## config.mk

```make
export PLATFORM = sky130hd
export DESIGN_NAME = axi_lite_arbiter_flat
export DESIGN_NICKNAME = d
export VERILOG_FILES = /design/src/rtl/axi_lite_arbiter_if.sv /design/src/rtl/axi_lite_arbiter.sv /design/src/flat_wrapper.sv
export SDC_FILE = /design/constraint.sdc
export NUM_CORES = 1
export LEC_CHECK = 0
export BUFFER_PORTS_ARGS = -buffer_cell sky130_fd_sc_hd__clkbuf_2
export CORE_AREA = 4 4 167 169
export DETAILED_ROUTE_END_ITERATION = 8
export DIE_AREA = 0 0 171 173
export HOLD_SLACK_MARGIN = 0.06
export PLACE_DENSITY = 0.34
export SYNTH_ARGS = -nofsm -noshare
export SYNTH_HDL_FRONTEND = slang
export SYNTH_SLANG_ARGS = --single-unit
export TNS_END_PERCENT = 50
```

## constraint.sdc

```tcl
create_clock -name clk -period 2.3 [get_ports clk]
set_input_delay 0.345 -clock clk [delete_from_list [all_inputs] [get_ports clk]]
set_output_delay 0.345 -clock clk [all_outputs]
set_load 0.1 [all_outputs]
```

## src/rtl/axi_lite_arbiter_if.sv

```systemverilog
// AXI4-Lite channel bundle (AR, R, AW, W, B) used on both sides of
// axi_lite_arbiter. "master" is the initiator view, "slave" the target view.
interface axi_lite_arbiter_if #(
    parameter int ADDR_W = 32,
    parameter int DATA_W = 32
);
    logic [ADDR_W-1:0]   araddr;
    logic                arvalid;
    logic                arready;
    logic [DATA_W-1:0]   rdata;
    logic [1:0]          rresp;
    logic                rvalid;
    logic                rready;
    logic [ADDR_W-1:0]   awaddr;
    logic                awvalid;
    logic                awready;
    logic [DATA_W-1:0]   wdata;
    logic [DATA_W/8-1:0] wstrb;
    logic                wvalid;
    logic                wready;
    logic [1:0]          bresp;
    logic                bvalid;
    logic                bready;

    modport master (
        output araddr, arvalid, input arready,
        input  rdata, rresp, rvalid, output rready,
        output awaddr, awvalid, input awready,
        output wdata, wstrb, wvalid, input wready,
        input  bresp, bvalid, output bready
    );

    modport slave (
        input  araddr, arvalid, output arready,
        output rdata, rresp, rvalid, input rready,
        input  awaddr, awvalid, output awready,
        input  wdata, wstrb, wvalid, output wready,
        output bresp, bvalid, input bready
    );
endinterface

```

## src/rtl/axi_lite_arbiter.sv

```systemverilog
// Two-master / one-slave AXI4-Lite arbiter. m0 = IFU (read-only),
// m1 = LSU (read/write). One transaction in flight; the grant is held from
// address handshake until the response handshake. Arbitration is registered:
// IDLE samples requests, the chosen channel is forwarded the following cycle.
// Optional macro ARBITER_ROUND_ROBIN_EN: alternate between IFU and LSU on
// conflict (LSU write still beats LSU read); otherwise fixed priority
// LSU write > LSU read > IFU read.
module axi_lite_arbiter #(
    parameter int ADDR_W = 32,
    parameter int DATA_W = 32
) (
    input  logic               clk,
    input  logic               rst,
    axi_lite_arbiter_if.slave  m0,
    axi_lite_arbiter_if.slave  m1,
    axi_lite_arbiter_if.master s
);

    localparam logic [1:0] IDLE  = 2'd0;
    localparam logic [1:0] M0_RD = 2'd1;
    localparam logic [1:0] M1_RD = 2'd2;
    localparam logic [1:0] M1_WR = 2'd3;

    logic [1:0]        state_q, state_d;
    logic              ar_done_q, ar_done_d;
    logic              aw_done_q, aw_done_d;
    logic              w_done_q, w_done_d;
    logic              wr_req, lsu_req;
    logic [1:0]        lsu_sel, grant_sel;
    logic [ADDR_W-1:0] rd_araddr;
    logic [DATA_W-1:0] rdata_fwd;
    logic              unused_m0_wr;

    // The IFU never writes; its write-side inputs are intentionally ignored.
    assign unused_m0_wr = ^{m0.awaddr, m0.awvalid, m0.wdata, m0.wstrb, m0.wvalid, m0.bready};

    assign wr_req    = m1.awvalid | m1.wvalid;
    assign lsu_req   = wr_req | m1.arvalid;
    assign lsu_sel   = wr_req ? M1_WR : M1_RD;
    assign rd_araddr = (state_q == M1_RD) ? m1.araddr : m0.araddr;
    assign rdata_fwd = s.rdata;

`ifdef ARBITER_ROUND_ROBIN_EN
    logic last_grant_q, last_grant_d;

    // Pick a winner in IDLE; on IFU/LSU conflict the side not served last wins
    always_comb begin
        grant_sel = IDLE;
        if (lsu_req && m0.arvalid) grant_sel = last_grant_q ? M0_RD : lsu_sel;
        else if (lsu_req)          grant_sel = lsu_sel;
        else if (m0.arvalid)       grant_sel = M0_RD;
    end

    // Record which side owned the bus as its transaction retires
    always_comb begin
        last_grant_d = last_grant_q;
        if (state_q != IDLE && state_d == IDLE) last_grant_d = (state_q != M0_RD);
    end

    // Round-robin history, reset to "LSU served last"
    always_ff @(posedge clk or negedge rst) begin
        if (!rst) last_grant_q <= 1'b1;
        else      last_grant_q <= last_grant_d;
    end
`else
    // Pick a winner in IDLE with fixed priority: LSU write, LSU read, IFU read
    always_comb begin
        grant_sel = IDLE;
        if (lsu_req)         grant_sel = lsu_sel;
        else if (m0.arvalid) grant_sel = M0_RD;
    end
`endif

    // Next state and per-channel done flags; flags clear whenever we retire
    always_comb begin
        state_d   = state_q;
        ar_done_d = ar_done_q;
        aw_done_d = aw_done_q;
        w_done_d  = w_done_q;
        case (state_q)
            IDLE: state_d = grant_sel;
            M0_RD, M1_RD: begin
                if (s.arvalid && s.arready) ar_done_d = 1'b1;
                if (s.rvalid && s.rready) begin
                    state_d   = IDLE;
                    ar_done_d = 1'b0;
                end
            end
            M1_WR: begin
                if (s.awvalid && s.awready) aw_done_d = 1'b1;
                if (s.wvalid && s.wready)   w_done_d  = 1'b1;
                if (s.bvalid && s.bready) begin
                    state_d   = IDLE;
                    aw_done_d = 1'b0;
                    w_done_d  = 1'b0;
                end
            end
            default: state_d = IDLE;
        endcase
    end

    // State registers, cleared asynchronously (drops any in-flight response)
    always_ff @(posedge clk or negedge rst) begin
        if (!rst) begin
            state_q   <= IDLE;
            ar_done_q <= 1'b0;
            aw_done_q <= 1'b0;
            w_done_q  <= 1'b0;
        end else begin
            state_q   <= state_d;
            ar_done_q <= ar_done_d;
            aw_done_q <= aw_done_d;
            w_done_q  <= w_done_d;
        end
    end

    // Connect the granted master to the slave; all other outputs stay 0
    always_comb begin
        s.araddr   = '0;
        s.arvalid  = 1'b0;
        s.rready   = 1'b0;
        s.awaddr   = '0;
        s.awvalid  = 1'b0;
        s.wdata    = '0;
        s.wstrb    = '0;
        s.wvalid   = 1'b0;
        s.bready   = 1'b0;
        m0.arready = 1'b0;
        m0.rdata   = '0;
        m0.rresp   = '0;
        m0.rvalid  = 1'b0;
        m0.awready = 1'b0;
        m0.wready  = 1'b0;
        m0.bresp   = '0;
        m0.bvalid  = 1'b0;
        m1.arready = 1'b0;
        m1.rdata   = '0;
        m1.rresp   = '0;
        m1.rvalid  = 1'b0;
        m1.awready = 1'b0;
        m1.wready  = 1'b0;
        m1.bresp   = '0;
        m1.bvalid  = 1'b0;
        case (state_q)
            M0_RD: begin
                s.araddr   = rd_araddr;
                s.arvalid  = m0.arvalid & ~ar_done_q;
                m0.arready = s.arready & ~ar_done_q;
                s.rready   = m0.rready;
                m0.rvalid  = s.rvalid;
                m0.rdata   = rdata_fwd;
                m0.rresp   = s.rresp;
            end
            M1_RD: begin
                s.araddr   = rd_araddr;
                s.arvalid  = m1.arvalid & ~ar_done_q;
                m1.arready = s.arready & ~ar_done_q;
                s.rready   = m1.rready;
                m1.rvalid  = s.rvalid;
                m1.rdata   = rdata_fwd;
                m1.rresp   = s.rresp;
            end
            M1_WR: begin
                s.awaddr   = m1.awaddr;
                s.awvalid  = m1.awvalid & ~aw_done_q;
                m1.awready = s.awready & ~aw_done_q;
                s.wdata    = m1.wdata;
                s.wstrb    = m1.wstrb;
                s.wvalid   = m1.wvalid & ~w_done_q;
                m1.wready  = s.wready & ~w_done_q;
                s.bready   = m1.bready;
                m1.bvalid  = s.bvalid;
                m1.bresp   = s.bresp;
            end
            default: ;
        endcase
    end

endmodule

```

## src/flat_wrapper.sv

```systemverilog
// flat-port wrapper written by rule: the top's interface ports become plain ports
module axi_lite_arbiter_flat 
#(
    parameter int ADDR_W = 32,
    parameter int DATA_W = 32
)
  (clk, rst, m0_araddr, m0_arvalid, m0_arready, m0_rdata, m0_rresp, m0_rvalid, m0_rready, m0_awaddr, m0_awvalid, m0_awready, m0_wdata, m0_wstrb, m0_wvalid, m0_wready, m0_bresp, m0_bvalid, m0_bready, m1_araddr, m1_arvalid, m1_arready, m1_rdata, m1_rresp, m1_rvalid, m1_rready, m1_awaddr, m1_awvalid, m1_awready, m1_wdata, m1_wstrb, m1_wvalid, m1_wready, m1_bresp, m1_bvalid, m1_bready, s_araddr, s_arvalid, s_arready, s_rdata, s_rresp, s_rvalid, s_rready, s_awaddr, s_awvalid, s_awready, s_wdata, s_wstrb, s_wvalid, s_wready, s_bresp, s_bvalid, s_bready);
  axi_lite_arbiter_if #(.ADDR_W(ADDR_W), .DATA_W(DATA_W)) m0_i ();
  axi_lite_arbiter_if #(.ADDR_W(ADDR_W), .DATA_W(DATA_W)) m1_i ();
  axi_lite_arbiter_if #(.ADDR_W(ADDR_W), .DATA_W(DATA_W)) s_i ();
  input  logic clk;
  input  logic rst;
  input wire logic [$bits(m0_i.araddr)-1:0] m0_araddr;
  input wire logic [$bits(m0_i.arvalid)-1:0] m0_arvalid;
  output wire logic [$bits(m0_i.arready)-1:0] m0_arready;
  output wire logic [$bits(m0_i.rdata)-1:0] m0_rdata;
  output wire logic [$bits(m0_i.rresp)-1:0] m0_rresp;
  output wire logic [$bits(m0_i.rvalid)-1:0] m0_rvalid;
  input wire logic [$bits(m0_i.rready)-1:0] m0_rready;
  input wire logic [$bits(m0_i.awaddr)-1:0] m0_awaddr;
  input wire logic [$bits(m0_i.awvalid)-1:0] m0_awvalid;
  output wire logic [$bits(m0_i.awready)-1:0] m0_awready;
  input wire logic [$bits(m0_i.wdata)-1:0] m0_wdata;
  input wire logic [$bits(m0_i.wstrb)-1:0] m0_wstrb;
  input wire logic [$bits(m0_i.wvalid)-1:0] m0_wvalid;
  output wire logic [$bits(m0_i.wready)-1:0] m0_wready;
  output wire logic [$bits(m0_i.bresp)-1:0] m0_bresp;
  output wire logic [$bits(m0_i.bvalid)-1:0] m0_bvalid;
  input wire logic [$bits(m0_i.bready)-1:0] m0_bready;
  input wire logic [$bits(m1_i.araddr)-1:0] m1_araddr;
  input wire logic [$bits(m1_i.arvalid)-1:0] m1_arvalid;
  output wire logic [$bits(m1_i.arready)-1:0] m1_arready;
  output wire logic [$bits(m1_i.rdata)-1:0] m1_rdata;
  output wire logic [$bits(m1_i.rresp)-1:0] m1_rresp;
  output wire logic [$bits(m1_i.rvalid)-1:0] m1_rvalid;
  input wire logic [$bits(m1_i.rready)-1:0] m1_rready;
  input wire logic [$bits(m1_i.awaddr)-1:0] m1_awaddr;
  input wire logic [$bits(m1_i.awvalid)-1:0] m1_awvalid;
  output wire logic [$bits(m1_i.awready)-1:0] m1_awready;
  input wire logic [$bits(m1_i.wdata)-1:0] m1_wdata;
  input wire logic [$bits(m1_i.wstrb)-1:0] m1_wstrb;
  input wire logic [$bits(m1_i.wvalid)-1:0] m1_wvalid;
  output wire logic [$bits(m1_i.wready)-1:0] m1_wready;
  output wire logic [$bits(m1_i.bresp)-1:0] m1_bresp;
  output wire logic [$bits(m1_i.bvalid)-1:0] m1_bvalid;
  input wire logic [$bits(m1_i.bready)-1:0] m1_bready;
  output wire logic [$bits(s_i.araddr)-1:0] s_araddr;
  output wire logic [$bits(s_i.arvalid)-1:0] s_arvalid;
  input wire logic [$bits(s_i.arready)-1:0] s_arready;
  input wire logic [$bits(s_i.rdata)-1:0] s_rdata;
  input wire logic [$bits(s_i.rresp)-1:0] s_rresp;
  input wire logic [$bits(s_i.rvalid)-1:0] s_rvalid;
  output wire logic [$bits(s_i.rready)-1:0] s_rready;
  output wire logic [$bits(s_i.awaddr)-1:0] s_awaddr;
  output wire logic [$bits(s_i.awvalid)-1:0] s_awvalid;
  input wire logic [$bits(s_i.awready)-1:0] s_awready;
  output wire logic [$bits(s_i.wdata)-1:0] s_wdata;
  output wire logic [$bits(s_i.wstrb)-1:0] s_wstrb;
  output wire logic [$bits(s_i.wvalid)-1:0] s_wvalid;
  input wire logic [$bits(s_i.wready)-1:0] s_wready;
  input wire logic [$bits(s_i.bresp)-1:0] s_bresp;
  input wire logic [$bits(s_i.bvalid)-1:0] s_bvalid;
  output wire logic [$bits(s_i.bready)-1:0] s_bready;
  assign m0_i.araddr = m0_araddr;
  assign m0_i.arvalid = m0_arvalid;
  assign m0_arready = m0_i.arready;
  assign m0_rdata = m0_i.rdata;
  assign m0_rresp = m0_i.rresp;
  assign m0_rvalid = m0_i.rvalid;
  assign m0_i.rready = m0_rready;
  assign m0_i.awaddr = m0_awaddr;
  assign m0_i.awvalid = m0_awvalid;
  assign m0_awready = m0_i.awready;
  assign m0_i.wdata = m0_wdata;
  assign m0_i.wstrb = m0_wstrb;
  assign m0_i.wvalid = m0_wvalid;
  assign m0_wready = m0_i.wready;
  assign m0_bresp = m0_i.bresp;
  assign m0_bvalid = m0_i.bvalid;
  assign m0_i.bready = m0_bready;
  assign m1_i.araddr = m1_araddr;
  assign m1_i.arvalid = m1_arvalid;
  assign m1_arready = m1_i.arready;
  assign m1_rdata = m1_i.rdata;
  assign m1_rresp = m1_i.rresp;
  assign m1_rvalid = m1_i.rvalid;
  assign m1_i.rready = m1_rready;
  assign m1_i.awaddr = m1_awaddr;
  assign m1_i.awvalid = m1_awvalid;
  assign m1_awready = m1_i.awready;
  assign m1_i.wdata = m1_wdata;
  assign m1_i.wstrb = m1_wstrb;
  assign m1_i.wvalid = m1_wvalid;
  assign m1_wready = m1_i.wready;
  assign m1_bresp = m1_i.bresp;
  assign m1_bvalid = m1_i.bvalid;
  assign m1_i.bready = m1_bready;
  assign s_araddr = s_i.araddr;
  assign s_arvalid = s_i.arvalid;
  assign s_i.arready = s_arready;
  assign s_i.rdata = s_rdata;
  assign s_i.rresp = s_rresp;
  assign s_i.rvalid = s_rvalid;
  assign s_rready = s_i.rready;
  assign s_awaddr = s_i.awaddr;
  assign s_awvalid = s_i.awvalid;
  assign s_i.awready = s_awready;
  assign s_wdata = s_i.wdata;
  assign s_wstrb = s_i.wstrb;
  assign s_wvalid = s_i.wvalid;
  assign s_i.wready = s_wready;
  assign s_i.bresp = s_bresp;
  assign s_i.bvalid = s_bvalid;
  assign s_bready = s_i.bready;
  axi_lite_arbiter #(.ADDR_W(ADDR_W), .DATA_W(DATA_W)) u_core (.clk(clk), .rst(rst), .m0(m0_i), .m1(m1_i), .s(s_i));
endmodule
```

# After elaboration in Yosys (flattened, before gate mapping)
# Index checks and enable logic that the tools add are counted.
[word_totals] in_bits=253 out_inout_bits=187 wordCells=69 ff_bits=5
[classes] n_reduce_logical=14 eq_ne=5 bitwise_logic=12 muxes=34
[ops] cell="32-bit 2-to-1 mux" count=6
[ops] cell="1-bit 2-to-1 mux" count=18
[ops] cell="2-bit 2-to-1 mux" count=6
[ops] cell="2-bit AND reduction" count=4
[ops] cell="1-bit AND" count=7
[ops] cell="2-bit case mux with 3 select lines" count=1
[ops] cell="2-bit nonzero test" count=3
[ops] cell="1-bit logical AND" count=5
[ops] cell="2-bit equality test, second input constant" count=2
[ops] cell="4-bit 2-to-1 mux" count=1
[ops] cell="2-bit by 1-bit inequality test with 1-bit output, second input constant" count=2
[ops] cell="1-bit case mux with 2 select lines" count=2
[ops] cell="1-bit NOT" count=3
[ops] cell="2-bit by 1-bit equality test with 1-bit output, second input constant" count=1
[ops] cell="2-bit logical NOT" count=1
[ops] cell="1-bit OR" count=2
[ops] cell="2-bit OR reduction" count=1

# Longest topological paths before layout
[depth] depth_word=6 mapped_depth=6

# Worst setup path before layout
# Ideal clock, no wire load.
[synth_path] path_type="reg-to-output" from="reg u_core.state_q[0]" to="out s_araddr[22]" slack_ns=-0.516 required_time_ns=1.955 n_path_buf=2 arrival_ns=2.471 path_stages_with_launch=7 cell_sequence="dfrtp_1 -> inv_1 -> ha_1 -> buf_4 -> buf_2 -> mux2i_1 -> nor2b_1"
[synth_between] elab_chain_len=3 word_cells_on_any_way=5
[synth_rtl] element="start, declared" line="axi_lite_arbiter.sv:24" rtl="logic [1:0] state_q, state_d;"
[synth_rtl] element="start signal, assigned" line="axi_lite_arbiter.sv:110" rtl="state_q <= state_d;"
[synth_rtl] element="2-bit equality test / 2-bit by 1-bit equality test with 1-bit output (equally long branches)" line="axi_lite_arbiter.sv:40, axi_lite_arbiter.sv:144"
[synth_rtl] element="32-bit 2-to-1 mux / 2-bit OR reduction (equally long branches)"
[synth_rtl] element="32-bit 2-to-1 mux *" line="axi_lite_arbiter.sv:144" rtl="case (state_q)"
[synth_rtl] element="end, declared" line="flat_wrapper.sv:47" rtl="output wire logic [$bits(s_i.araddr)-1:0] s_araddr;"
# Every way passes the cells marked *; elsewhere a longest branch is shown, timed or not.

# Worst setup path after layout
[layout_path] from="reg u_core.state_q[0]" to="out s_rready"
[layout_between] elab_chain_len=2 word_cells_on_any_way=3
[layout_rtl] element="2-bit equality test / 2-bit by 1-bit equality test with 1-bit output (equally long branches)" line="axi_lite_arbiter.sv:144"
[layout_rtl] element="1-bit case mux with 2 select lines *" line="axi_lite_arbiter.sv:144"
[layout_rtl] element="end, declared" line="flat_wrapper.sv:53" rtl="output wire logic [$bits(s_i.rready)-1:0] s_rready;"
# Marked as above.

==> results.cfg <==
[status]
status = finished, final reports clean

[place]
dpl_cell_area_um2 = 5821
place.gp.congestion = 0.7177
dp_hpwl_um = 11310
port_buffers = 363

[run]
drv_cap = 0

[clock_network]
htreeDepth = 1
cts_tree = done
cts_setup_buffers = 0
numCtsBuffers = 3
clkLatencyLatePin_ns = 0.23
clock-sinks = 5
clock_path_buffers = 2
cts_root_buffer = clkbuf_16
clk_pin_slew_ns = 0.04

[yosys]
synth_edf_count = 0
ys.flop_type = dfrtp_1
yosysTopAreaCellShare_pct = 45.60
seq_area_frac_synth_pct = 6.423
synthTopCellsByArea = and2_1 46%, mux2i_1 17%, nor2b_1 11%
yosysMostFrequentCell = and2_1
synthDistinctLibCells = 19
synth_area_leader_cell = and2_1
syn_area_per_cell_um2 = 7.215
synthTopCellsByCount = 142 x and2_1, 35 x nor2b_1, 34 x mux2i_1
synthCells = 270
async_flop_share_pct = 100.0
netlist_area_um2 = 1948
ys_ff_latch = 5
ys_warn_count = 0

[floorplanning]
die_w_um = 171
initial_utilization_pct = 7.331
pin_count = 440
coreArea_um2 = 26580
die_h_um = 173
dieArea_um2 = 29580
num_rows = 60

[sta]
rsz0062_at_grt = no
clock.fmax_ghz = 0.4586
fin_crit_ns = 2.180
finalSetupViolCount = 0
clock_skew_ns = 0.0001479
hold_viol_final = 0
fin_crit_sh_pct = 94.80
drv_slew = 0
slew_headroom_pct = 62.48
tightest_slew_ns = 0.5652

[critical_path]
reg2reg_slack_ns = 0.45
start_kind = flop
critPathKind = reg2out
critPathArrivalTime_ns = 1.84
crit_path_max_fanout = 26
critPathRequiredTime_ns = 1.96
end_kind = output port
r2r_cells = 6
rr_endpoint = u_core.state_q[0]$_DFFE_PN0P_
timing.rr.start = u_core.state_q[0]$_DFFE_PN0P_

[worst_hold_path]
worstHoldPathCells = 2
hold_end = u_core.aw_done_q$_DFFE_PN0P_
worst_hold_startpoint = s_bvalid
worstHoldPathType = in2reg

[global_route]
grt_usage_pct = 7.807
grt_max_degree = 80
overflow = 0
grt_pass1_vias = 3144
grt_pass1_wl_um = 18130
antenna_found_initial = 0

[final_layout]
antenna_cells = 0
post-route-cell-area_um2 = 5924
drive_above_1_share_pct = 63.83
syn_to_final_growth_pct = 204.1
final_net_count = 881

[detailed_routing]
dr.pass1.iters = 4
wl_per_cell_um = 13.01
drtIter0Drc = 36
via_per_inst = 3.161
drc = 0
routed_wl_um = 12530
antenna_left = 0
vias = 3044
worst max path at each step:
stage / start / endpoint / depth (start not counted)
2_1_floorplan: u_core.state_q[1]$_DFFE_PN0P_ / s_araddr[1] / 5
3_3_place_gp: u_core.state_q[1]$_DFFE_PN0P_ / s_araddr[8] / 5
3_5_place_dp: u_core.state_q[1]$_DFFE_PN0P_ / s_araddr[2] / 5
4_1_cts: u_core.state_q[1]$_DFFE_PN0P_ / s_araddr[2] / 5
5_1_grt: u_core.state_q[0]$_DFFE_PN0P_ / s_rready / 6
6_report: u_core.state_q[0]$_DFFE_PN0P_ / s_rready / 6
per-stage QoR:
stage | instances | setup TNS [ns] | setup WS (ns) | hold WS, ns | utilization (%)
after detailed placement | 958 | 0 | 0.3020 | 0.2038 | 21.90
after global placement | 958 | 0 | 0.2900 | 0.2012 | 21.90
after CTS | 963 | 0 | 0.04840 | 0.3435 | 22.24
after floorplan | 274 | -7.701 | -0.5006 | 0.04941 | -
after global routing | 963 | 0 | 0.0008542 | 0.3548 | 22.29
final | 963 | 0 | 0.1195 | 0.3480 | 22.29
critical path, cell delays in order, from the launching register on:
cell and delay, ns:
dfrtp_1 0.39, inv_1 0.18, ha_2 0.26, buf_12 0.22
a22oi_2 0.14, nor2b_2 0.20, buf_12 0.20
flip-flops by register name, summed over array words and instances, names as in the netlist:
register,cells
u_core.state_q,2
u_core.ar_done_q,1
u_core.w_done_q,1
u_core.aw_done_q,1
final cells by class:
cell class / count / area [um2]
inverters: 2 / 7.507
clock buffers: 4 / 78.83
multi-input cells: 240 / 1755
flip-flops and latches: 5 / 125.1
fillers: 2934 / 20650
well taps: 341 / 426.7
repair buffers: 371 / 3531
kinds of logic (layout without fill, tap and decap cells):
family,Yosys count,count (layout),synth area share [%]
buffers and inverters,29,377,7.450
muxes,35,35,18.05
adders and majority gates,5,5,3.211
DFF,5,5,6.423
AOI/OAI and AO/OA,10,10,4.496
and+or+nand+nor,185,185,60.18
other,1,5,0.1925
placed cells by master, fill, tap and decap left out, drive strengths merged:
cell	instances
nor2b	35
a21oi	3
ha	5
a31oi	3
inv	2
buf	117
mux2i	34
nand2	1
dlygate4sd3	1
a221oi	1
clkbuf	257
o31ai	2
a22oi	1
and3b	7
and2	142
mux2	1
dfrtp	5
conb	5
layer usage:
| layer | part of all wire [%] | track usage, % |
|---|---|---|
| met4 | 0.35 | 0.8914 |
| met2 | 55 | 15.73 |
| met1 | 35 | 8.045 |
| met3 | 10 | 2.241 |
| met5 | 0 | 0 |
timing repair:
| item | in CTS | in global routing |
|---|---|---|
| hold endpoints to repair | 5 | 0 |
| resized for setup | 0 | 3 |
| setup endpoints to repair | 0 | 19 |
| hold buffers | 1 | 0 |
Power is left out: the tool's default activity adds up to more than one toggle a clock period on the data nets, which glitch-free logic cannot reach.
